==> src/rtl/conv4_ctrl.sv <==
`default_nettype none
// ============================================================================
// conv4_ctrl : two-row pass sequencer for the Conv4_core 3x3 convolution core
// Rev 1.0
// ============================================================================
module conv4_ctrl #(
    parameter int DATA_W   = 8,
    parameter int DIM_W    = 8,
    parameter int WAIT_MAX = 15
) (
    input  logic                  clk,
    input  logic                  rst,
    input  logic                  start,
    input  logic [DIM_W-1:0]      cfg_h,
    input  logic [DIM_W-1:0]      cfg_w,
    output logic                  busy,
    output logic                  done,
    output logic                  err,
    output logic [DIM_W-1:0]      fm_row,
    output logic [DIM_W-1:0]      fm_col,
    output logic [1:0]            filt_col,
    output logic                  core_en,
    output logic                  core_clr,
    input  logic [2*DATA_W-1:0]   core_sum1,
    input  logic [2*DATA_W-1:0]   core_sum2,
    input  logic                  core_end,
    output logic                  out_valid,
    input  logic                  out_ready,
    output logic [2*DATA_W-1:0]   out_sum1,
    output logic [2*DATA_W-1:0]   out_sum2,
    output logic                  out_pair,
    output logic [DIM_W-1:0]      out_row,
    output logic [DIM_W-1:0]      out_col
);

    localparam int                WCNT_W      = (WAIT_MAX > 1) ? $clog2(WAIT_MAX) : 1;
    localparam logic [WCNT_W-1:0] C_WAIT_LAST = WCNT_W'(WAIT_MAX - 1);
    localparam logic [DIM_W-1:0]  C_MIN_DIM   = DIM_W'(3);
    localparam logic [DIM_W:0]    C_ONE_X     = 1;
    localparam logic [DIM_W:0]    C_TWO_X     = 2;
    localparam logic [1:0]        C_K_LAST    = 2'd2;

    typedef enum logic [2:0] {
        S_IDLE = 3'd0,
        S_FEED = 3'd1,
        S_WAIT = 3'd2,
        S_OUT  = 3'd3,
        S_DONE = 3'd4
    } state_t;

    state_t               r_state;
    state_t               w_next;

    logic [DIM_W-1:0]     r_h;
    logic [DIM_W-1:0]     r_w;
    logic [DIM_W-1:0]     r_row;
    logic [DIM_W-1:0]     r_col;
    logic [1:0]           r_k;
    logic [WCNT_W-1:0]    r_wait;
    logic                 r_err;
    logic [2*DATA_W-1:0]  r_sum1;
    logic [2*DATA_W-1:0]  r_sum2;
    logic                 r_pair;
    logic [DIM_W-1:0]     r_orow;
    logic [DIM_W-1:0]     r_ocol;

    logic                 w_cfg_bad;
    logic [DIM_W-1:0]     w_h_last;
    logic [DIM_W-1:0]     w_w_last;
    logic                 w_col_wrap;
    logic [DIM_W:0]       w_row_adv;
    logic                 w_row_over;
    logic                 w_pair;
    logic                 w_wait_last;

    // Row arithmetic is one bit wider so row+2 can never wrap past the limit.
    assign w_cfg_bad   = (cfg_h < C_MIN_DIM) || (cfg_w < C_MIN_DIM);
    assign w_h_last    = r_h - C_MIN_DIM;
    assign w_w_last    = r_w - C_MIN_DIM;
    assign w_col_wrap  = (r_col >= w_w_last);
    assign w_row_adv   = {1'b0, r_row} + C_TWO_X;
    assign w_row_over  = (w_row_adv > {1'b0, w_h_last});
    assign w_pair      = (({1'b0, r_row} + C_ONE_X) <= {1'b0, w_h_last});
    assign w_wait_last = (r_wait == C_WAIT_LAST);

    always_ff @(posedge clk) begin
        if (rst) begin
            r_state <= S_IDLE;
        end else begin
            r_state <= w_next;
        end
    end

    always_comb begin
        w_next    = r_state;
        busy      = 1'b0;
        done      = 1'b0;
        core_en   = 1'b0;
        core_clr  = 1'b0;
        out_valid = 1'b0;
        case (r_state)
            S_IDLE: begin
                if (start) begin
                    w_next = w_cfg_bad ? S_DONE : S_FEED;
                end
            end
            S_FEED: begin
                busy     = 1'b1;
                core_en  = 1'b1;
                core_clr = (r_k == 2'd0);
                if (r_k == C_K_LAST) begin
                    w_next = S_WAIT;
                end
            end
            S_WAIT: begin
                busy    = 1'b1;
                core_en = 1'b1;
                if (core_end) begin
                    w_next = S_OUT;
                end else if (w_wait_last) begin
                    w_next = S_DONE;
                end
            end
            S_OUT: begin
                busy      = 1'b1;
                out_valid = 1'b1;
                if (out_ready) begin
                    w_next = (w_col_wrap && w_row_over) ? S_DONE : S_FEED;
                end
            end
            S_DONE: begin
                done   = 1'b1;
                w_next = S_IDLE;
            end
            default: begin
                w_next = S_IDLE;
            end
        endcase
    end

    always_ff @(posedge clk) begin
        if (rst) begin
            r_h    <= '0;
            r_w    <= '0;
            r_row  <= '0;
            r_col  <= '0;
            r_k    <= '0;
            r_wait <= '0;
            r_err  <= 1'b0;
            r_sum1 <= '0;
            r_sum2 <= '0;
            r_pair <= 1'b0;
            r_orow <= '0;
            r_ocol <= '0;
        end else begin
            case (r_state)
                S_IDLE: begin
                    if (start) begin
                        r_h   <= cfg_h;
                        r_w   <= cfg_w;
                        r_err <= w_cfg_bad;
                        r_row <= '0;
                        r_col <= '0;
                        r_k   <= '0;
                    end
                end
                S_FEED: begin
                    r_wait <= '0;
                    if (r_k != C_K_LAST) begin
                        r_k <= r_k + 2'd1;
                    end
                end
                S_WAIT: begin
                    if (core_end) begin
                        r_sum1 <= core_sum1;
                        r_sum2 <= core_sum2;
                        r_pair <= w_pair;
                        r_orow <= r_row;
                        r_ocol <= r_col;
                    end else if (w_wait_last) begin
                        r_err <= 1'b1;
                    end else begin
                        r_wait <= r_wait + 1'b1;
                    end
                end
                S_OUT: begin
                    if (out_ready) begin
                        r_k <= '0;
                        if (w_col_wrap) begin
                            r_col <= '0;
                            r_row <= w_row_adv[DIM_W-1:0];
                        end else begin
                            r_col <= r_col + 1'b1;
                        end
                    end
                end
                default: begin
                end
            endcase
        end
    end

    // k holds at 2 after the feed, so the feed address stays put through WAIT/OUT.
    assign fm_row   = r_row;
    assign fm_col   = r_col + {{(DIM_W-2){1'b0}}, r_k};
    assign filt_col = r_k;
    assign err      = r_err;
    assign out_sum1 = r_sum1;
    assign out_sum2 = r_sum2;
    assign out_pair = r_pair;
    assign out_row  = r_orow;
    assign out_col  = r_ocol;

endmodule
`default_nettype wire

==> config.mk <==
export PLATFORM = sky130hd
export DESIGN_NAME = conv4_ctrl
export DESIGN_NICKNAME = d
export VERILOG_FILES = /design/src/rtl/conv4_ctrl.sv
export SDC_FILE = /design/constraint.sdc
export NUM_CORES = 1
export LEC_CHECK = 0
export ABC_AREA = 1
export ABC_CLOCK_PERIOD_IN_PS = 3100
export BUFFER_PORTS_ARGS = -buffer_cell sky130_fd_sc_hd__buf_2
export CAP_MARGIN = 20
export CORE_MARGIN = 5
export CORE_UTILIZATION = 55
export CTS_BUF_LIST = sky130_fd_sc_hd__clkbuf_4 sky130_fd_sc_hd__clkbuf_8
export CTS_CLUSTER_SIZE = 8
export DETAILED_ROUTE_END_ITERATION = 12
export PLACE_DENSITY = 0.82
export SYNTH_ARGS = -nofsm -noshare
export SYNTH_HDL_FRONTEND = slang
export SYNTH_SLANG_ARGS = --single-unit
==> constraint.sdc <==
create_clock -name clk -period 3.1 [get_ports clk]
set_clock_uncertainty 0.1 [all_clocks]
set_input_delay 0.62 -clock clk [delete_from_list [all_inputs] [get_ports clk]]
set_output_delay 0.62 -clock clk [all_outputs]
set_load 0.005 [all_outputs]
==> results of run 1 <==
-- stage by stage --
| step | setup WS, ns | std cells | util [%] | hold WS (ns) | area (um^2) |
|---|---|---|---|---|---|
| final | 0.150 | 829 | 66.5 | 0.374 | 5460 |
| after detailed placement | 0.343 | 813 | 63.9 | 0.378 | 5250 |
| after floorplan | 0.719 | 615 | - | 0.347 | 4650 |
| after global routing | 0.0225 | 829 | 66.5 | 0.362 | 5460 |
| after CTS | 0.151 | 829 | 66.4 | 0.358 | 5460 |
| after global placement | 0.538 | 813 | 63.9 | 0.372 | 5250 |
-- placed cells by master, fill, tap and decap left out, types with 3 or more instances in the layout --
cell and n:
a211oi_1 8, clkinvlp_4 3, xor2_1 20, nor2_2 6, nor3_1 7, clkbuf_8 9
ha_1 30, nand3_1 24, a211oi_2 5, nand4_1 6, inv_1 57, dfxtp_1 89
nand2_1 55, xnor2_1 5, inv_2 9, a31oi_1 5, o21ai_1 3, a21oi_1 51
nor2_4 4, nor2_1 103, o21ai_0 68, nand2_2 4, buf_2 123
-- what timing repair did --
action	4_1_cts	5_1_grt
hold buffers	0	0
resized for setup	0	1
endpoints found under the setup margin	0	1
-- worst paths after layout --
path / start / endpoint / depth (start not counted)
setup / recovery: r_col[0]$_SDFFE_PP0P_ / fm_col[6] / 7
hold / removal: core_sum1[1] / out_sum1[1]$_SDFFE_PP0P_ / 3
setup reg to reg: r_w[0]$_SDFFE_PP0P_ / r_col[6]$_SDFFE_PP0P_ / 16
hold reg to reg: r_h[7]$_SDFFE_PP0P_ / r_h[7]$_SDFFE_PP0P_ / 2
-- critical path: cells and delay by family (launching register included) --
kind	cells	cell delay [ns]
adders and majority gates	2	0.62
buffers and inverters	2	0.18
and+or+nand+nor	2	0.49
xor gates and xnor gates	1	0.16
DFF	1	0.43
-- cell type report --
| class | instances | area share (%) |
|---|---|---|
| clock buffers | 10 | 2.41 |
| well taps | 105 | 2.41 |
| clock inverters | 6 | 1.37 |
| repair buffers | 125 | 11.5 |
| flip-flops and latches | 89 | 32.6 |
| multi-input cells | 426 | 44.9 |
| inverters | 68 | 4.77 |
-- per-layer routing --
metal / wire [um] / share of wire, % / GRT usage (%)
met5: 0 / 0 / 0
met4: 152 / 1.3 / 7.47
met3: 826 / 7.1 / 6.83
met2: 5720 / 49 / 38.7
met1: 4860 / 42 / 28.1
-- cells by family after synthesis --
| logic type | count (synthesis) | share of synthesized area, % |
|---|---|---|
| buffers and inverters | 100 | 9.00 |
| other | 1 | 0.0807 |
| flip-flops | 89 | 38.4 |
| XOR/XNOR | 25 | 4.71 |
| AND/OR/NAND/NOR | 219 | 21.0 |
| AO/OA/AOI/OAI | 149 | 18.3 |
| adder cells (fa/ha/maj) | 31 | 8.51 |
-- registers in the layout, summed over array words and instances (netlist names) --
signal and count:
out_sum1 16, r_h 8, out_pair 1, fm_row 7, r_w 8, r_wait 4, out_sum2 16, filt_col 2
out_row 7, out_col 8, err 1, r_state 3, r_col 8
-- report_power, final --
part	switching (mW)	total, mW	internal, mW	leakage, nW
Clock	0.435	0.828	0.393	0.0960
Sequential	0.217	1.59	1.38	0.724
Combinational	1.22	1.94	0.720	1.90
==> run_results.csv, run 1 <==
group,metric,value,unit
clock_network,clkTransAtPathRegs,0.09,ns
detailed_routing,vias_per_cell,5.30,
clock_network,numCtsBuffers,9,
timing,worstMarginPinSlew,0.854,ns
final_layout,final_nets,803,
global_routing,antenna_found_initial,0,
detailed_routing,vias,4391,
final_layout,n_fill_cell,709,
timing,finalSetupViolations,0,
detailed_routing,routed_wl,11.6,mm
job,max_cap_violations,0,
critical_path,cp.required,2.38,ns
yosys,synthTopCellsByArea,"dfxtp_1 38%, nor2_1 8.4%, ha_1 8.1%",
yosys,synth_cells,614,
critical_path,cp_max_fo,5,
timing,slew_viol_final,0,
yosys,netlist_top_cells_count,"104 x nor2_1, 89 x dfxtp_1, 68 x o21ai_0",
global_routing,grt_pass1_wl,19.5,mm
clock_network,cts_tree,"yes",
floorplanning,die_y,102,um
power_and_ir_drop,peakVddDrop,0.350,mV
global_routing,gr-usage-all-layers,22.9,%
critical_path,arrival,2.23,ns
critical_path,cp_cell_sequence,"ha_1 > inv_1 > fa_1 > nor3_1 > nand3_1 > xor2_1 > buf_2",
timing,finalSetupTns,0,ns
clock_network,clockRootBuffer,"clkbuf_8",
clock_network,post_cts_buffers,0,
detailed_routing,firstDrtPassIters,4,
yosys,seq_area_frac_synth,38.4,%
critical_path,end_kind,"output pin",
detailed_routing,drtAntennaViolNets,0,
clock_network,clockBufferDepth,2,
timing,rsz0062_at_grt,"no",
final_layout,drive_gt1_share,24.9,%
detailed_routing,drt-initial-drc-count,295,
final_layout,area_growth,17.6,%
yosys,yosysWarnings,0,
floorplanning,io_pins,126,
power_and_ir_drop,p_total,4.36,mW
clock_network,htreeDepth,3,
detailed_routing,drt-wirelength-per-cell,13.9,um
global_routing,grt_pass1_vias,4380,
run_status,run_status,"finished clean",
timing,max_freq,339,MHz
floorplanning,core-area,8220,um^2
detailed_routing,drcViolationCount,0,
yosys,ys_seq_elements,89,
global_routing,grt_overflow,0,
yosys,syn_area,4640,um^2
final_layout,multi_input_area,2450,um^2
power_and_ir_drop,power_density,798,nW/um^2
critical_path,critPathKind,"register to output pin",
placed_design,io_buffers,123,
yosys,syn_avg_cell_area,7.56,um^2
floorplanning,die_x,102,um
placed_design,globalplace.congestion,0.909,
floorplanning,dieArea,10400,um^2
critical_path,cp_slowest_cell,"dfxtp_1",
final_layout,diodes,0,
final_layout,regArea,1780,um^2
power_and_ir_drop,p_leak,2.72,nW
timing,period_share,95.2,%
yosys,synth.top_cell.area_share,38.4,%
placed_design,dp_hpwl,8.58,mm
critical_path,start_kind,"register",
critical_path,slowest_delay,0.43,ns
yosys,synth.most_common_cell,"nor2_1",
critical_path,r2r_slack,0.34,ns
timing,slew_headroom,43.1,%
yosys,synth_enable_flop_cells,0,
yosys,synthFlopType,"dfxtp_1",
yosys,post-synth-top-area-cell,"dfxtp_1",
timing,hold_viol,0,
global_routing,grt_start_max_net_pins,65,
floorplanning,initial_core_util,56.5,%
hold_path,hold_class,"input pin to register",
timing,period_minus_slack,2.95,ns
floorplanning,fp-row-count,33,
yosys,yosysUniqueCellTypes,44,
yosys,async_reset_ff_share,0,%
clock_network,numClockSinks,89,
clock_network,clock_latency,0.36,ns
(Power assumes the default switching activity.)
==> run 2: changes to the inputs <==
Settings changed: CELL_PAD_IN_SITES_DETAIL_PLACEMENT from default to 0, CELL_PAD_IN_SITES_GLOBAL_PLACEMENT from default to 2, CORE_UTILIZATION 55 to 30, PLACE_DENSITY 0.82 to 0.81.
==> run_results.csv, run 2 (synthesized netlist as in run 1, its figures left out) <==
group,metric,value,unit
critical_path,start_kind,"register",
critical_path,cp.depth,7,
clock_network,cts_resized,0,
critical_path,rr_worst_depth,13,
critical_path,r2r_end,"r_col[6]$_SDFFE_PP0P_",
detailed_routing,vias_per_cell,4.77,
clock_network,numClockSinks,89,
global_routing,gr-usage-all-layers,15.1,%
timing,worstMarginPinSlew,0.978,ns
critical_path,slowest_delay,0.43,ns
final_layout,diodes,0,
hold_path,min_to,"out_sum1[0]$_SDFFE_PP0P_",
timing,slew_headroom,34.8,%
critical_path,cp_slowest_cell,"dfxtp_1",
final_layout,final_nets,806,
timing,rsz0062_at_grt,"no",
clock_network,htreeDepth,3,
floorplanning,core-area,15200,um^2
critical_path,cp.required,2.38,ns
detailed_routing,drt-initial-drc-count,214,
floorplanning,io_pins,126,
detailed_routing,drt-wirelength-per-cell,14.7,um
final_layout,design_area,5630,um^2
final_layout,final_cell_mix,"123 x buf_2, 103 x nor2_1, 89 x dfxtp_1, 68 x o21ai_0, 57 x inv_1",
detailed_routing,vias,4363,
power_and_ir_drop,power_density,813,nW/um^2
floorplanning,die_x,134,um
timing,finalSetupViolations,0,
clock_network,clkTransAtPathRegs,0.10,ns
critical_path,arrival,2.15,ns
critical_path,cp_max_fo,5,
final_layout,drive_gt1_share,25.3,%
detailed_routing,routed_wl,13.4,mm
timing,finalSetupTns,0,ns
final_layout,layout.cells.non_filler,915,
power_and_ir_drop,p_leak,2.76,nW
hold_path,min-delay-start,"core_sum1[0]",
placed_design,dp_hpwl,10.1,mm
run_status,run_status,"finished clean",
floorplanning,initial_core_util,30.6,%
global_routing,antenna_found_initial,0,
final_layout,area_growth,21.3,%
global_routing,grt_overflow,0,
clock_network,clock_latency,0.38,ns
timing,max_freq,348,MHz
clock_network,cts_tree,"yes",
timing,hold_viol,0,
critical_path,critPathBufInv,2,
timing,period_minus_slack,2.87,ns
placed_design,io_buffers,123,
detailed_routing,firstDrtPassIters,6,
hold_path,hold_path_depth,3,
critical_path,r2r-start,"r_w[1]$_SDFFE_PP0P_",
critical_path,r2r_slack,0.41,ns
placed_design,globalplace.congestion,0.791,
timing,slew_viol_final,0,
power_and_ir_drop,peakVddDrop,0.298,mV
floorplanning,dieArea,18100,um^2
critical_path,critPathKind,"register to output pin",
floorplanning,die_y,134,um
detailed_routing,drtAntennaViolNets,0,
final_layout,layout_commonest_cell,"buf_2",
job,max_cap_violations,0,
clock_network,holdBufCountCts,0,
clock_network,clockBufferDepth,2,
clock_network,numCtsBuffers,9,
clock_network,post_cts_buffers,0,
critical_path,end_kind,"output pin",
floorplanning,fp-row-count,45,
placed_design,place_inst,899,
critical_path,path_delay_family,"adder cells",
timing,period_share,92.7,%
global_routing,grt_pass1_vias,4420,
global_routing,grt_pass1_wl,21.9,mm
global_routing,grt_start_max_net_pins,65,
hold_path,hold_class,"input pin to register",
placed_design,place_area,5380,um^2
critical_path,cp_cell_sequence,"ha_1 > inv_1 > fa_1 > nor3_2 > nand3_1 > xor2_1 > buf_2",
clock_network,clockRootBuffer,"clkbuf_8",
detailed_routing,drcViolationCount,0,
## run 2: cell types whose count changed in the layout (fill, tap and decap cells not counted), sizes merged
cell | before | now
inv | 70 | 71
clkinvlp | 3 | 1
clkbuf | 10 | 9
bufinv | 1 | 3
buf | 125 | 128
## run 2: worst max-delay path by stage
stage | slack, ns | start | endpoint
global route | 0.05 | r_col[0]$_SDFFE_PP0P_ | fm_col[6]
floorplan | 0.72 | r_w[0]$_SDFFE_PP0P_ | fm_row[1]$_SDFFE_PP0P_
finish | 0.23 | r_col[0]$_SDFFE_PP0P_ | fm_col[6]
global placement | 0.49 | r_w[1]$_SDFFE_PP0P_ | r_col[6]$_SDFFE_PP0P_
CTS | 0.09 | r_col[0]$_SDFFE_PP0P_ | fm_col[6]
detailed placement | 0.36 | r_w[1]$_SDFFE_PP0P_ | r_col[6]$_SDFFE_PP0P_
## run 2: cell type report
cell class / count / area [um^2]
fill: 1636 / 9570
multi-input combinational: 426 / 2460
sequential: 89 / 1780
timing repair buffer: 128 / 653
inverter: 68 / 260
tap: 188 / 235
clock buffer: 9 / 124
clock inverter: 7 / 124
## run 2: power by group
group | switching (mW) | internal [mW]
registers | 0.218 | 1.38
logic | 1.24 | 0.725
clock network | 0.472 | 0.544
## run 2: worst reg2reg max path, stage by stage (launching register included)
cell and delay [ns]:
dfxtp_1 0.34, a21oi_1 0.22, nand3_1 0.14, nor3_1 0.20
xor2_1 0.17, ha_1 0.26, a21oi_1 0.16, o21a_1 0.13
nand3_1 0.11, nor2_2 0.21, inv_2 0.07, nand2_4 0.16
inv_2 0.11, a211oi_1 0.22
## run 2: per-layer routing
metal | global-route usage, % | wire length (um) | vias to the layer above
met5 | 0 | 0 | -
met4 | 4.36 | 169 | 0
met2 | 26.4 | 6670 | 96
met3 | 5.10 | 885 | 14
met1 | 17.5 | 5710 | 2024
li1 | - | - | 2229
## run 2: per-stage QoR
stage	hold slack, ns	utilization (%)	setup slack, ns	total power, mW
after floorplan	0.347	-	0.719	3.01
after global placement	0.373	35.4	0.491	3.57
after detailed placement	0.371	35.4	0.359	3.61
after CTS	0.327	37.0	0.0946	4.66
after global routing	0.329	37.1	0.0494	5.01
final	0.352	37.1	0.225	4.58
==> run 3: changes to the inputs <==
Settings changed: ABC_AREA 1 to default, PLACE_DENSITY 0.81 to 0.8, SLEW_MARGIN from default to 20.
==> run_results.csv, run 3 <==
group,metric,value,unit
yosys,post-synth-top-area-cell,"dfxtp_1",
timing,finalSetupViolations,0,
detailed_routing,wl_met1,6.30,mm
detailed_routing,dr_wl_met2,6.32,mm
timing,rsz0062_at_grt,"no",
clock_network,cts_tree,"yes",
final_layout,final_core_util,37.0,%
critical_path,cp.required,2.38,ns
global_routing,grt_overflow,0,
placed_design,place_area,5370,um^2
global_routing,grt_start_max_net_pins,54,
yosys,netlist_top_cells_count,"156 x nand2_1, 89 x dfxtp_1, 79 x a21oi_1",
timing,slew_viol_final,0,
final_layout,design_area,5580,um^2
yosys,syn_area,4590,um^2
critical_path,critPathBufInv,2,
timing,worstMarginPinSlew,0.611,ns
timing,max_freq,355,MHz
job,max_cap_violations,0,
placed_design,globalplace.congestion,0.833,
detailed_routing,drcViolationCount,0,
global_routing,gr-usage-all-layers,14.7,%
floorplanning,io_pins,126,
global_routing,antenna_found_initial,0,
timing,hold_viol,0,
clock_network,numCtsBuffers,9,
yosys,seq_area_frac_synth,38.8,%
clock_network,clkTransAtPathRegs,0.09,ns
power_and_ir_drop,p_leak,2.50,nW
timing,whs,0.353,ns
clock_network,clock_latency,0.37,ns
clock_network,holdBufCountCts,0,
timing,finalWorstSetupSlack,0.282,ns
critical_path,cp_slowest_cell,"dfxtp_1",
clock_network,htreeDepth,3,
placed_design,dp_hpwl,10.1,mm
detailed_routing,firstDrtPassIters,4,
floorplanning,die_x,134,um
floorplanning,die_y,134,um
floorplanning,core-area,15100,um^2
final_layout,layout_commonest_cell,"nand2_1",
final_layout,n_fill_cell,1637,
timing,period_minus_slack,2.82,ns
critical_path,critPathKind,"register to output pin",
clock_network,clockBufferDepth,2,
critical_path,start_kind,"register",
critical_path,cp_max_fo,6,
detailed_routing,drtAntennaViolNets,0,
detailed_routing,vias_per_cell,4.88,
floorplanning,fp-row-count,45,
yosys,async_reset_ff_share,0,%
placed_design,io_buffers,123,
final_layout,area_growth,21.6,%
hold_path,hold_class,"register to register",
yosys,synth_cells,592,
timing,slew_headroom,59.3,%
yosys,synthFlopType,"dfxtp_1",
clock_network,cts_resized,0,
yosys,yosysUniqueCellTypes,52,
critical_path,end_kind,"output pin",
global_routing,grt_pass1_wl,21.1,mm
clock_network,clockRootBuffer,"clkbuf_8",
critical_path,cp_cell_sequence,"ha_1 > inv_1 > fa_1 > nor2_1 > nand3_1 > xnor2_1 > buf_2",
critical_path,path_delay_family,"adder cells",
yosys,synth_enable_flop_cells,0,
critical_path,arrival,2.10,ns
yosys,synth.most_common_cell,"nand2_1",
clock_network,numClockSinks,89,
power_and_ir_drop,power_density,427,nW/um^2
yosys,synthTopCellsByArea,"dfxtp_1 39%, nand2_1 13%, a21oi_1 8.6%",
detailed_routing,drt-initial-drc-count,229,
clock_network,post_cts_buffers,0,
yosys,syn_avg_cell_area,7.75,um^2
critical_path,slowest_delay,0.44,ns
floorplanning,dieArea,17900,um^2
floorplanning,initial_core_util,30.4,%
detailed_routing,routed_wl,13.5,mm
yosys,ys_seq_elements,89,
final_layout,final_cell_mix,"155 x nand2_1, 123 x buf_2, 89 x dfxtp_1, 79 x a21oi_1, 33 x nor2_1",
final_layout,final_nets,784,
yosys,synth.top_cell.area_share,38.8,%
placed_design,dp_slack,0.384,ns
power_and_ir_drop,peakVddDrop,0.220,mV
yosys,yosysWarnings,0,
global_routing,grt_pass1_vias,4081,
run_status,run_status,"finished clean",
detailed_routing,highest_layer,"met4",
timing,period_share,90.9,%
timing,finalSetupTns,0,ns
detailed_routing,drt-wirelength-per-cell,15.1,um
final_layout,drive_gt1_share,22.4,%
detailed_routing,vias,4355,
final_layout,diodes,0,
detailed_routing,route.met3.wl,667,um
run 3: path summary, 6_finish.rpt:
path / startpoint / slack, ns / depth (start not counted) / endpoint
max: r_col[0]$_SDFFE_PP0P_ / 0.28 / 7 / fm_col[6]
min: out_sum2[3]$_SDFFE_PP0P_ / 0.35 / 2 / out_sum2[3]$_SDFFE_PP0P_
max reg2reg: fm_row[1]$_SDFFE_PP0P_ / 0.34 / 11 / r_state[0]$_SDFFE_PP0P_
min reg2reg: out_sum2[3]$_SDFFE_PP0P_ / 0.35 / 2 / out_sum2[3]$_SDFFE_PP0P_
run 3: worst register-to-register path: cells and delay by family, from the launching register on:
family / cells / cell delay (ns)
AND/OR/NAND/NOR: 5 / 0.83
XOR/XNOR: 1 / 0.24
adder cells (fa/ha/maj): 2 / 0.58
AO/OA/AOI/OAI: 3 / 0.41
flip-flops: 1 / 0.49
run 3: per-stage QoR:
step	instances	total power, mW
after floorplan	593	1.41
final	892	2.38
after global placement	877	1.51
after detailed placement	877	1.51
after global routing	892	2.50
after CTS	892	2.43
run 3: power breakdown:
group          leakage, nW  switching, mW  total, mW  internal [mW]
logic                 1.68          0.175      0.300          0.125
registers            0.720         0.0255       1.19           1.16
clock network        0.106          0.444      0.898          0.454
total                 2.50          0.645       2.38           1.74
run 3: cells by family (layout without fill, tap and decap cells):
logic type               count (synthesis)  in the layout  share of synthesized area [%]
AND/OR/NAND/NOR                        254            254                           24.5
XOR/XNOR                                30             30                           5.73
other                                    1              2                         0.0817
flip-flops                              89             89                           38.8
AO/OA/AOI/OAI                          128            128                           16.3
multiplexers                             5              5                           1.12
buffers and inverters                   53            164                           4.64
adder cells (fa/ha/maj)                 32             32                           8.86
run 3: final cells by class:
type,instances,area (um^2),share of cell area [%]
Multi-Input combinational cell,451,2600,46.6
Clock inverter,6,90.1,1.61
Timing Repair Buffer,132,683,12.2
Tap cell,188,235,4.22
Clock buffer,9,124,2.22
Sequential cell,89,1780,31.9
Inverter,17,63.8,1.14
run 3: layer usage:
metal  vias up  GRT usage (%)
met2        90           23.4
met4         0           4.46
li1       2220              -
met5         -              0
met1      2031           19.7
met3        14           3.63
